### src/rtl/expr_pkg.sv
// Shared types and constants for the expression stream arbiter and its checker.
package expr_pkg;

    typedef enum logic [1:0] {
        START = 2'd0,
        OPND  = 2'd1,
        OPER  = 2'd2,
        ERR   = 2'd3
    } chk_state_t;

    typedef enum logic [1:0] {
        CTL_IDLE   = 2'd0,
        CTL_STREAM = 2'd1,
        CTL_RESULT = 2'd2
    } ctl_state_t;

    localparam logic [7:0] OP_MUL = 8'h2A;
    localparam logic [7:0] OP_ADD = 8'h2B;

    function automatic logic is_op(input logic [7:0] b);
        return (b == OP_MUL) || (b == OP_ADD);
    endfunction

endpackage

### src/rtl/expr_checker.sv
// Operand/operator recognizer: accepts operand (operator operand)* one byte per enabled cycle.
module expr_checker
    import expr_pkg::*;
(
    input  logic       clk,
    input  logic       clr_n,
    input  logic       clear,
    input  logic       en,
    input  logic [7:0] in,
    output logic       match
);

    chk_state_t state_q, state_d;

    always_ff @(posedge clk or negedge clr_n) begin
        if (!clr_n) begin
            state_q <= START;
        end else begin
            state_q <= state_d;
        end
    end

    always_comb begin
        state_d = state_q;
        if (clear) begin
            state_d = START;
        end else if (en) begin
            case (state_q)
                START:   state_d = is_op(in) ? ERR  : OPND;
                OPND:    state_d = is_op(in) ? OPER : ERR;
                OPER:    state_d = is_op(in) ? ERR  : OPND;
                default: state_d = ERR;
            endcase
        end
    end

    assign match = (state_q == OPND);

endmodule

### src/rtl/expr_stream_arbiter.sv
// Round-robin arbiter sharing one expr_checker between NUM_REQ byte-stream requesters.
// Optional EXPR_ARB_LEN_EN adds the res_len port and its saturating byte counter.
//
// state      | meaning
// CTL_IDLE   | no grant; pick next valid requester from rr_ptr, clear checker
// CTL_STREAM | granted requester streams bytes into the checker
// CTL_RESULT | result held on res_* until res_ready
module expr_stream_arbiter
    import expr_pkg::*;
#(
    parameter int NUM_REQ = 2,
    parameter int ID_W    = 1
) (
    input  logic                 clk,
    input  logic                 clr_n,
    input  logic [NUM_REQ-1:0]   req_valid,
    input  logic [8*NUM_REQ-1:0] req_data,
    input  logic [NUM_REQ-1:0]   req_last,
    output logic [NUM_REQ-1:0]   req_ready,
    output logic                 res_valid,
    input  logic                 res_ready,
    output logic [ID_W-1:0]      res_id,
    output logic                 res_match
`ifdef EXPR_ARB_LEN_EN
    ,
    output logic [7:0]           res_len
`endif
);

    ctl_state_t      state_q, state_d;
    logic [ID_W-1:0] grant_q, grant_d;
    logic [ID_W-1:0] rr_ptr_q, rr_ptr_d;
    logic            chk_clear, chk_en, chk_match;
    logic            cur_valid, cur_last;
    logic [7:0]      cur_byte;

    // Lowest offset from ptr wins, so scan offsets from the top down.
    function automatic logic [ID_W-1:0] rr_pick(input logic [NUM_REQ-1:0] v,
                                                input logic [ID_W-1:0]    ptr);
        logic [ID_W-1:0] pick;
        int              idx;
        pick = '0;
        for (int i = NUM_REQ - 1; i >= 0; i--) begin
            idx = (int'(ptr) + i) % NUM_REQ;
            if (v[idx]) pick = ID_W'(idx);
        end
        return pick;
    endfunction

    assign cur_valid = req_valid[grant_q];
    assign cur_last  = req_last[grant_q];
    assign cur_byte  = req_data[{grant_q, 3'b000} +: 8];

    always_ff @(posedge clk or negedge clr_n) begin
        if (!clr_n) begin
            state_q  <= CTL_IDLE;
            grant_q  <= '0;
            rr_ptr_q <= '0;
        end else begin
            state_q  <= state_d;
            grant_q  <= grant_d;
            rr_ptr_q <= rr_ptr_d;
        end
    end

    always_comb begin
        state_d   = state_q;
        grant_d   = grant_q;
        rr_ptr_d  = rr_ptr_q;
        chk_clear = 1'b0;
        chk_en    = 1'b0;
        req_ready = '0;
        res_valid = 1'b0;
        case (state_q)
            CTL_IDLE: begin
                if (|req_valid) begin
                    grant_d   = rr_pick(req_valid, rr_ptr_q);
                    chk_clear = 1'b1;
                    state_d   = CTL_STREAM;
                end
            end
            CTL_STREAM: begin
                req_ready = NUM_REQ'(1) << grant_q;
                if (cur_valid) begin
                    chk_en = 1'b1;
                    if (cur_last) state_d = CTL_RESULT;
                end
            end
            CTL_RESULT: begin
                res_valid = 1'b1;
                if (res_ready) begin
                    rr_ptr_d = (grant_q == ID_W'(NUM_REQ - 1)) ? '0 : grant_q + ID_W'(1);
                    state_d  = CTL_IDLE;
                end
            end
            default: state_d = CTL_IDLE;
        endcase
    end

    expr_checker u_checker (
        .clk   (clk),
        .clr_n (clr_n),
        .clear (chk_clear),
        .en    (chk_en),
        .in    (cur_byte),
        .match (chk_match)
    );

    assign res_id    = grant_q;
    // The checker keeps its last state while idle, so qualify match with res_valid.
    assign res_match = chk_match & res_valid;

`ifdef EXPR_ARB_LEN_EN
    logic [7:0] len_q;

    always_ff @(posedge clk or negedge clr_n) begin
        if (!clr_n) begin
            len_q <= '0;
        end else if (chk_clear) begin
            len_q <= '0;
        end else if (chk_en && (len_q != 8'hFF)) begin
            len_q <= len_q + 8'd1;
        end
    end

    assign res_len = len_q;
`endif

endmodule

### config.mk
export PLATFORM = sky130hd
export DESIGN_NAME = expr_stream_arbiter
export DESIGN_NICKNAME = d
export VERILOG_FILES = /design/src/rtl/expr_pkg.sv /design/src/rtl/expr_checker.sv /design/src/rtl/expr_stream_arbiter.sv
export SDC_FILE = /design/constraint.sdc
export NUM_CORES = 1
export LEC_CHECK = 0
export CAP_MARGIN = 10
export CORE_AREA = 4 4 41 43
export CTS_CLUSTER_DIAMETER = 120
export DETAILED_ROUTE_END_ITERATION = 12
export DIE_AREA = 0 0 45 47
export PLACE_DENSITY = 0.8
export SYNTH_ARGS = -nofsm -noshare
export SYNTH_HDL_FRONTEND = slang
export SYNTH_SLANG_ARGS = --single-unit
### constraint.sdc
create_clock -name clk -period 1.45 [get_ports clk]
set_clock_uncertainty 0.05 [all_clocks]
set_input_delay 0.435 -clock clk [delete_from_list [all_inputs] [get_ports clk]]
set_output_delay 0.435 -clock clk [all_outputs]
set_load 0.005 [all_outputs]
Word level (Yosys, flattened, before mapping)
Index checks and enable logic that the tools add are counted.

cells by class
  add/subtract/negate cells = 2
  $mul = 0
  div/mod/pow operators = 0
  order comparisons = 3
  equality and inequality tests = 10
  shift operators = 2
  muxes and demuxes = 28
  bitwise logic cells = 2
  reductions and logical operators = 9

operators with widths
  operator                                                                count
  1-bit 2-to-1 mux                                                        18
  8-bit by 6-bit equality test with 1-bit output (second input constant)  2
  2-bit 2-to-1 mux                                                        8
  16-bit by 5-bit variable part select with 8-bit output                  1
  2-bit != test (second input constant)                                   4
  2-bit case mux with 3 select lines                                      1
  2-bit by 1-bit equality test with 1-bit output (second input constant)  2
  2-bit equality test (second input constant)                             2
  2-bit logical NOT                                                       2
  1-bit by 2-bit < comparator with 1-bit output (second input constant)   2
  2-bit case mux with 2 select lines                                      1
  2-bit AND reduction                                                     2
  4-bit AND reduction                                                     1
  2-bit OR reduction                                                      2
  2-bit by 3-bit < comparator with 1-bit output (second input constant)   1
  1-bit adder (second input constant)                                     2
  2-bit nonzero test                                                      1
  1-bit by 1-bit << shifter with 2-bit output (first input constant)      1
  1-bit bitwise AND                                                       1
  1-bit bitwise AND (first input constant)                                1
  1-bit logical OR                                                        1

storage, ports and cells
  register bits after elaboration = 6
  latch bits = 0
  memory bits (writable) = 0
  bits in read-only memories = 0
  input port bits = 23
  output and inout bits = 5
  word-level logic and storage cells = 60
  memories kept = 0

Depth between registers and ports, before layout
Gate-level depths: netlist (run 1).

  depth after elaboration = 7
  depth in mapped cells = 5

By module
Synthesis (run 1) repeated with hierarchy kept, for this count alone.

second synthesis, totals
  cells, all modules = 47
  area total of the unflattened synthesis = 450.4 um2

modules (own cells, without submodules)
  module               times used  cells an instance  area each (um2)
  expr_stream_arbiter  1           36                 341.6
  expr_checker         1           11                 108.9

Worst setup path before layout (run 1)
OpenSTA, ideal clock, no wires.

  path type = input-to-reg
  start = input req_data[12]
  end = register u_checker.state_q[0]
  library setup time = 139 ps
  arrival time = 1220 ps
  slack = 41 ps
  stages = 3
  buffers on the path = 0
  cells stage by stage = or4b_1 -> o21ai_1 -> a41oi_1

between the ends
  cells in the longest elaborated chain, start to end = 7
  elaborated cells between the ends (all ways) = 8

ends and longest elaborated chain
  item                                                        line                       text
  start: declaration                                          expr_stream_arbiter.sv:17  input logic [8*NUM_REQ-1:0] req_data,
  16-bit by 5-bit variable part select with 8-bit output (*)  expr_stream_arbiter.sv:52  assign cur_byte = req_data[{grant_q, 3'b000} +: 8];
  8-bit by 6-bit equality test with 1-bit output              expr_pkg.sv:21             return (b == OP_MUL) || (b == OP_ADD);
  1-bit logical OR (*)                                        expr_pkg.sv:21
  1-bit 2-to-1 mux (*)                                        expr_checker.sv:30         OPND: state_d = is_op(in) ? OPER : ERR;
  2-bit case mux with 2 select lines (*)                      expr_checker.sv:28         case (state_q)
  2-bit 2-to-1 mux (*)                                        expr_checker.sv:27         end else if (en) begin
  2-bit 2-to-1 mux (*)                                        expr_checker.sv:25         if (clear) begin
  end signal: assignment                                      expr_checker.sv:19         state_q <= state_d;
  end: declaration                                            expr_checker.sv:13         chk_state_t state_q, state_d;

Every way passes the cells marked *; elsewhere a longest branch is shown, timed or not. The select of a mux whose other input is x is not followed.
A chain may end at the register's enable or synchronous reset.

Worst setup path in the final report (run 1)
  start = register state_q[0]
  end = output res_match

between the ends
  cells in the longest elaborated chain, start to end = 3

ends and longest elaborated chain
  item                      line                        text
  start: declaration        expr_stream_arbiter.sv:30   ctl_state_t state_q, state_d;
  start signal: assignment  expr_stream_arbiter.sv:60   state_q <= state_d;
  2-bit equality test       expr_stream_arbiter.sv:74   case (state_q)
  1-bit 2-to-1 mux          expr_stream_arbiter.sv:74
  1-bit bitwise AND         expr_stream_arbiter.sv:111  assign res_match = chk_match & res_valid;
  end: declaration          expr_stream_arbiter.sv:23   output logic res_match

No other way between the ends.

==> results of run 1 <==
## kinds of logic after synthesis
family | after synthesis | share of synthesized area
simple gates | 19 | 0.3014
buf+inv | 4 | 0.05138
flops | 6 | 0.4109
mux | 1 | 0.02740
compound gates | 12 | 0.2089
## placed cells by master (no fill, tap or decap)
cell / Yosys / routed
nor4bb_4: 0 / 1
buf_4: 1 / 12
nand4b_1: 1 / 1
and2_4: 0 / 1
dfrtp_1: 6 / 6
nand3_1: 1 / 1
or4b_4: 0 / 1
a21o_1: 1 / 1
dlygate4sd2_1: 0 / 7
o31a_2: 1 / 1
buf_6: 0 / 5
o21ai_1: 1 / 1
o21ai_0: 4 / 3
o21ai_2: 0 / 1
nor2b_4: 0 / 2
a41oi_2: 0 / 1
nand2b_4: 0 / 1
nor4b_1: 1 / 1
a22o_1: 1 / 1
clkdlybuf4s50_1: 0 / 14
clkbuf_4: 0 / 3
nand2_1: 5 / 5
mux2i_1: 1 / 1
nor2_2: 1 / 1
and3_1: 1 / 1
a21oi_1: 2 / 2
o22ai_1: 1 / 1
inv_1: 3 / 3
buf_2: 0 / 3
nor2_1: 3 / 3
## worst max-delay path by stage
stage | start | endpoint | slack (ns) | cells past startpoint
6_report | state_q[0]$_DFFE_PN0P_ | res_match | -0.16 | 4
5_1_grt | state_q[1]$_DFFE_PN0P_ | req_ready[0] | -0.22 | 4
4_1_cts | state_q[0]$_DFFE_PN0P_ | res_match | -0.15 | 4
3_5_place_dp | req_data[12] | u_checker.state_q[0]$_DFFE_PN0P_ | -0.41 | 4
3_3_place_gp | req_data[12] | u_checker.state_q[0]$_DFFE_PN0P_ | -0.39 | 4
2_1_floorplan | req_data[12] | u_checker.state_q[0]$_DFFE_PN0P_ | 0.04 | 3
## stage by stage
step                      area, sq um  utilization
after floorplan                 365.4            -
after global placement          679.4       0.5221
after detailed placement        679.4       0.5221
after CTS                       792.0       0.6087
after global routing            817.0       0.6279
final                           817.0       0.6279
## state kept, by name, indices dropped and copies added, names as in the netlist
signal / cells
state_q: 2
u_checker.state_q: 2
res_id: 1
rr_ptr_q: 1
## report_power, final
group | switching [W] | internal, W
Clock | 0.0000573 | 0.0000934
Combinational | 0.000333 | 0.000544
Sequential | 0.0000482 | 0.000248
Total | 0.000438 | 0.000885
## area by class of cell
class / instances / area [sq um] / area share
clock buffers: 3 / 22.52 / 0.02757
repair buffers: 41 / 362.8 / 0.4441
flip-flops and latches: 6 / 150.1 / 0.1838
well taps: 15 / 18.77 / 0.02297
inverters: 3 / 11.26 / 0.01378
multi-input cells: 32 / 251.5 / 0.3078
## repair_timing
item / 4_1_cts / 5_1_grt
gates resized for setup: 37 / 3
pin swaps: 5 / 0
endpoints found under the setup margin: 7 / 6
endpoints found under the hold margin: 0 / 0
setup buffers: 8 / 1
## metal layers
metal,vias to the layer above,global-route usage,part of all wire
met5,-,0,0
met4,0,0.1053,0.034
met3,5,0.03448,0.10
met2,29,0.2599,0.49
met1,213,0.1299,0.37
li1,238,-,-
## worst register-to-register path: cells and delay by family (launching register included)
| kind | cells | cell delay, ns |
|---|---|---|
| AO/OA/AOI/OAI | 2 | 0.24 |
| buffers and inverters | 3 | 0.42 |
| flip-flops | 1 | 0.36 |
| multiplexers | 1 | 0.19 |
| AND/OR/NAND/NOR | 1 | 0.05 |
==> summary by stage, run 1 <==
Layout
In the final layout, the share of cells above drive strength 1 is 0.3882. The count of cells in the finished layout, fillers not included, comes to 100. The total inserted antenna cells is 0. The synthesis-to-finish area growth is 123.6%.

After filler insertion, the fill cell instance count of the layout stands at 117. The count of nets after finishing is 110.

Worst setup path
The critical path in this run is classified as reg2out. Along the worst path, the maximum fanout reaches 2. The critical path's largest stage delay is 0.39 ns. The required time reported for the critical path endpoint is just under 1 ns. The worst flop-to-flop path startpoint is res_id$_DFFE_PN0P_. The critical path goes through buf_6 > nor2b_4 > and3_1 > buf_2.

The worst register-to-register path ends at u_checker.state_q[1]$_DFFE_PN0P_. The endpoint type of the worst setup path is a primary output. The startpoint type of the worst setup path is a register. For flop-to-flop paths, the worst setup slack is ~0.010 ns. In this design, the largest share of critical-path delay is due to flip-flops.

For the worst setup path, the data arrival time is 1.13 ns. The worst register-to-register path has a depth of 7. On the critical path, the stage with the largest delay is an instance of dfrtp_1.

The number of buffers and inverters on the critical path is 2.

STA
Hold is met by 0.3850 ns. Across all setup checks in the final design, the least slack found is -0.1635 ns. Setup repair after global routing could not meet its margin everywhere. At the pin with the least slew margin, the transition time is 0.3213 ns. Measured against its own limit, the worst slew margin works out to 0.7835. The final sum of negative setup slack is -0.5656 ns. The clock period minus final worst setup slack is around 1.6 ns. The maximum clock frequency is 619.8 MHz. Dividing the final minimum period by the clock period gives 1.113. The number of hold violations in the final report is 0. The final-report max-slew violation count is 0. The final count of negative-setup-slack endpoints is 4.

Floorplan
For this configuration, the core starts out at a cell density of 0.2808. The die height is between 40 and 50 um. The number of placed I/O pins is 28.

The placement row count is 13. Measured along the x axis, the die boundary spans 45 um. The area of the die is 2115 sq um.

The placeable core region is around 1300 sq um.

CTS
Buffers inserted during clock tree synthesis total 3. The clock sink count is 6. The hold buffer count at CTS is 0. TritonCTS built the clock tree. The number of levels in the clock H-tree is 1. The clock slew at the register clock pins of the worst setup and hold paths is ~0.04 ns.

The CTS root buffer is clkbuf_4. The insertion delay to the later sink of the worst-skew pair is around 0.24 ns. The longest clock path from root to sink contains 2 buffers.

Placed design
The number of I/O port buffers is 25. The HPWL reported at the end of detailed placement is 878.4 um. Routability-driven placement finished with a final weighted congestion of roughly 0.76. The pre-CTS worst setup slack is -0.4099 ns. The number of placed instances, taps included is ~90.

Logic synthesis
Among all flip-flop cells after synthesis, the most frequent one is dfrtp_1. Sorting the synthesized cells by how often they occur yields dfrtp_1, nand2_1, o21ai_0. The post-synthesis average cell area is just under 9 sq um. In the post-synthesis netlist, the biggest area contributors are dfrtp_1, o21ai_0, nand2_1. After synthesis, the share of flip-flops with an asynchronous set or reset is 1.000. Yosys mapped a number of flops with a built-in enable equal to 0.

The flip-flop and latch count after synthesis is 6. The number of synthesis warnings is 0. The number of nets in the synthesized netlist is 65. The largest total area in the synthesized netlist belongs to dfrtp_1. By instance count, the leading cell after synthesis is dfrtp_1. After technology mapping, the gate count stands at 42. Of the post-synthesis cell area, the dominant cell type holds 0.4110. The sequential area share after synthesis is 0.4110. The netlist uses 24 different library cells.

The total standard cell area after synthesis is around 370 sq um.

GRT
The wire length of the first global-routing pass is 2028 um. The number of antenna violations at the first check in global routing is 0. The remaining global-route overflow is 0.

The via count of the first global-routing pass is 529. The largest net degree at the start of global routing is 9. For this run, the total global-route usage over all layers was measured as 0.1392.

Power and ir drop
Summing internal, switching and leakage power gives 0.001324 W. The worst supply voltage drop on vdd is 0.7854 mV. The reported leakage power is between 0.3 and 0.4 nW.

Dividing total power by cell area gives a power density of 1620 nW/um^2.

Flow run
The number of max-cap violations is 0.

Run status
The final reports fail on negative setup slack. The run finished, with violations left.

Drt
After the first detailed-routing iteration, the DRC count stood at 0. For this run, design rule violations remaining after detail routing come to 0. Summed over all layers, the routed wires come to 1179 um.

For this run, the detailed router's first-pass iteration total came to 1. The detailed-route wire length per cell is between 10 and 15 um. Detailed routing inserted a total of 485 vias. In this run the remaining antenna-violating nets after routing total 0. The post-detailed-route via-to-cell ratio is 4.850.

Worst hold path
The worst hold path belongs to the class in2async.
Power figures use the tool's default switching activity.
==> inputs of run 2 (changes only) <==
--- a/config.mk
+++ b/config.mk
@@ -10,7 +10,8 @@
 export CTS_CLUSTER_DIAMETER = 120
 export DETAILED_ROUTE_END_ITERATION = 12
 export DIE_AREA = 0 0 45 47
-export PLACE_DENSITY = 0.8
+export PLACE_DENSITY = 0.87
 export SYNTH_ARGS = -nofsm -noshare
 export SYNTH_HDL_FRONTEND = slang
+export SYNTH_HIERARCHICAL = 1
 export SYNTH_SLANG_ARGS = --single-unit
==> run 2 against run 1 <==
Net effect:
- utilization rose by 10 points
- critical endpoint is now req_ready[1]
- sequential share of layout area shrank 2.3 points
- die area stayed put
- worst setup slack lost 0.043 ns
- clock power is essentially flat
- via count increased by 4.3%
- final area grew 16%
- total power grew 22%
- hold slack gained 0.0041 ns
- the run still ends with negative setup slack left
- non-clock buffer count grew 4
- sequential power rose by 10%
- critical path type unchanged
==> summary by stage, run 2 <==
CTS
The clock tree from TritonCTS is yes. The number of levels in the clock H-tree is 1 (unchanged). The maximum buffer depth of the clock tree is 2 (unchanged). The clock slew at the register clock pins of the worst setup and hold paths is 0.05 ns (about the same).

The clock sink count came to 6 (unchanged). The number of buffers added by the clock tree synthesis step is 3 (unchanged). The root buffer cell chosen for the clock tree is clkbuf_4.

The insertion delay to the later sink of the worst-skew pair is 0.24 ns (about the same).

Layout
The finished layout cell area was 948.4 sq um (+16%). The total inserted antenna cells came to 0 (unchanged). Leaving out fill and tap cells, the most frequent cell in the layout is clkdlybuf4s50_1. In the layout the commonest cells are clkdlybuf4s50_1, buf_4, buf_6.

The largest registers in the layout are state_q (2), u_checker/state_q (2). The count of nets after finishing is 118 (+7.3%). The share of final-layout standard cells stronger than drive strength 1 is 0.4946 (+0.1064).

Relative to the synthesized area, the layout overhead comes to 116.0%.

STA
The clock period minus final worst setup slack was 1.656 ns (+0.04258 ns). The number of hold violations in the final report was 0 (unchanged). The final count of negative-setup-slack endpoints is 7 (+3). The maximum clock frequency was 603.9 MHz (-2.6%). The minimum hold slack is 0.3891 ns (+0.004078 ns). The relative slew slack is 0.8102 (+0.02664). Setup repair after global routing could not meet its margin everywhere. The worst-margin pin slew came to 0.2839 ns (-0.03745 ns). The final-report max-slew violation count was 0 (unchanged). The final cycle utilization of the critical path is 1.142 (+0.02936). The least setup slack across all paths after layout came to -0.2060 ns (-0.04258 ns).

Drt
The number of remaining DRC errors is 0 (unchanged). The post-detailed-route via-to-cell ratio is 4.685 (-3.4%). The number of detailed-routing iterations run before antenna repair is 3 (+2).

The total wirelength of the detailed-routed design is 1308 um (+11%). The number of nets with antenna violations after routing came to 0 (unchanged). The detailed-route via count is 506 (+4.3%). The detailed router's first-iteration violation count is 3 (+3).

The detailed-route wire length per cell is 12.11 um (+2.7%).

Worst setup path
The critical path's largest stage delay came to 0.41 ns (+0.02 ns). The critical path is of the reg2out type. Traced cell by cell, the critical path runs through buf_4 > buf_4 > and2_4 > buf_6. The endpoint type of the worst setup path is a primary output. The required time reported for the critical path endpoint was 0.97 ns (about the same). The cell that appears most often on the critical path is buf_4. The data arrival time of the worst path is 1.17 ns (+0.04 ns).

The worst setup path is launched from a register. The maximum fanout along the worst path is 3 (+1). Among all stages on the critical path, the largest delay is contributed by dfrtp_2.

Flow run
The number of max-cap violations came to 0 (unchanged).

Placed design
The HPWL reported at the end of detailed placement came to 961.5 um (+9.5%). The placer's final routability congestion estimate was 0.6610 (-14%). The number of I/O port buffers is 25 (unchanged). The cell area after placement is 800.8 sq um (+18%).

GRT
The largest net degree at the start of global routing is 7 (-2). The overall track demand over capacity in global routing is 0.1429 (+0.003637). The via count of the first global-routing pass came to 523 (-1.1%).

The number of antenna violations at the first check in global routing is 0 (unchanged). The wire length of the first global-routing pass is 2139 um (+5.5%). The remaining global-route overflow is 0 (unchanged).

Logic synthesis
The post-synthesis average cell area is 9.547 sq um (+9.8%). The number of synthesis warnings was 6 (+6). The synthesized instance count is 46 (+9.5%). The number of nets in the synthesized netlist is 69 (+6.2%).

The total standard cell area after synthesis is 439.2 sq um (+20%).

Floorplan
The number of placed I/O pins is 28 (unchanged). The initial core utilization was 0.3375 (+0.05673). The die height was 47 um (unchanged). The area of the die is 2115 sq um (unchanged).

The width of the die came to 45 um (unchanged). The placement row count is 13 (unchanged). The placeable core region is 1301 sq um (unchanged).

Run status
The final reports fail on negative setup slack. The run finished, with violations left.

Worst hold path
In this run the worst hold path is classified as in2async.

Power and ir drop
The worst supply voltage drop on vdd was 0.6932 mV (-12%). The reported leakage power is 0.4586 nW (+17%). The power per cell area is 1701 nW/um^2 (+5.0%).
## run 2: layer usage
layer	part of all wire	GRT usage	wire length, um
met5	0	0	0
met4	0	0.03509	0
met3	0.13	0.06513	174
met2	0.50	0.2881	653
met1	0.37	0.1267	480
## run 2: per-stage QoR
| stage | power, W | setup WS [ns] | util | TNS (ns) | cells |
|---|---|---|---|---|---|
| finish | 0.001613 | -0.2060 | 0.7288 | -0.9880 | 108 |
| global route | 0.001733 | -0.2592 | 0.7288 | -1.293 | 108 |
| CTS | 0.001555 | -0.2220 | 0.7115 | -0.9220 | 107 |
| detailed placement | 0.001153 | -0.4825 | 0.6154 | -2.372 | 97 |
| global placement | 0.001126 | -0.4272 | 0.6154 | -2.104 | 97 |
| floorplan | 0.0007424 | -0.1875 | - | -0.3504 | 46 |
## run 2: critical path: cells and delay by family, from the launching register on
kind                   cells  cell delay (ns)
buffers and inverters      3             0.37
DFF                        1             0.41
and+or+nand+nor            1             0.15
## run 2: final timing paths
check	from	slack, ns	to	cells past startpoint
setup / recovery	res_id$_DFFE_PN0P_	-0.21	req_ready[1]	4
hold / removal	clr_n	0.39	rr_ptr_q$_DFFE_PN0P_	1
setup reg to reg	res_id$_DFFE_PN0P_	-0.20	u_checker/state_q[0]$_DFFE_PN0P_	5
hold reg to reg	rr_ptr_q$_DFFE_PN0P_	0.49	rr_ptr_q$_DFFE_PN0P_	2
max in group asynchronous	clr_n	0.72	res_id$_DFFE_PN0P_	1
min in group clk	rr_ptr_q$_DFFE_PN0P_	0.49	rr_ptr_q$_DFFE_PN0P_	2
## run 2: area by class of cell
class	count	area, sq um
Inverter	3	11.26
Multi-Input combinational cell	36	322.8
Sequential cell	6	152.6
Timing Repair Buffer	45	420.4
Clock buffer	3	22.52
Tap cell	15	18.77
Fill cell	100	352.8
## run 2: where the power goes
group	switching (W)	total, W	leakage [nW]	internal (W)
Clock	0.0000590	0.000153	0.0138	0.0000936
Sequential	0.0000720	0.000326	0.0685	0.000254
Combinational	0.000392	0.00113	0.376	0.000742
## run 2: timing repair
item                                    in CTS  in global routing
pin swaps                                    5                  2
gates resized for setup                     36                  6
hold buffers                                 0                  0
endpoints found under the hold margin        0                  0
setup buffers                                7                  3
endpoints found under the setup margin       7                  7
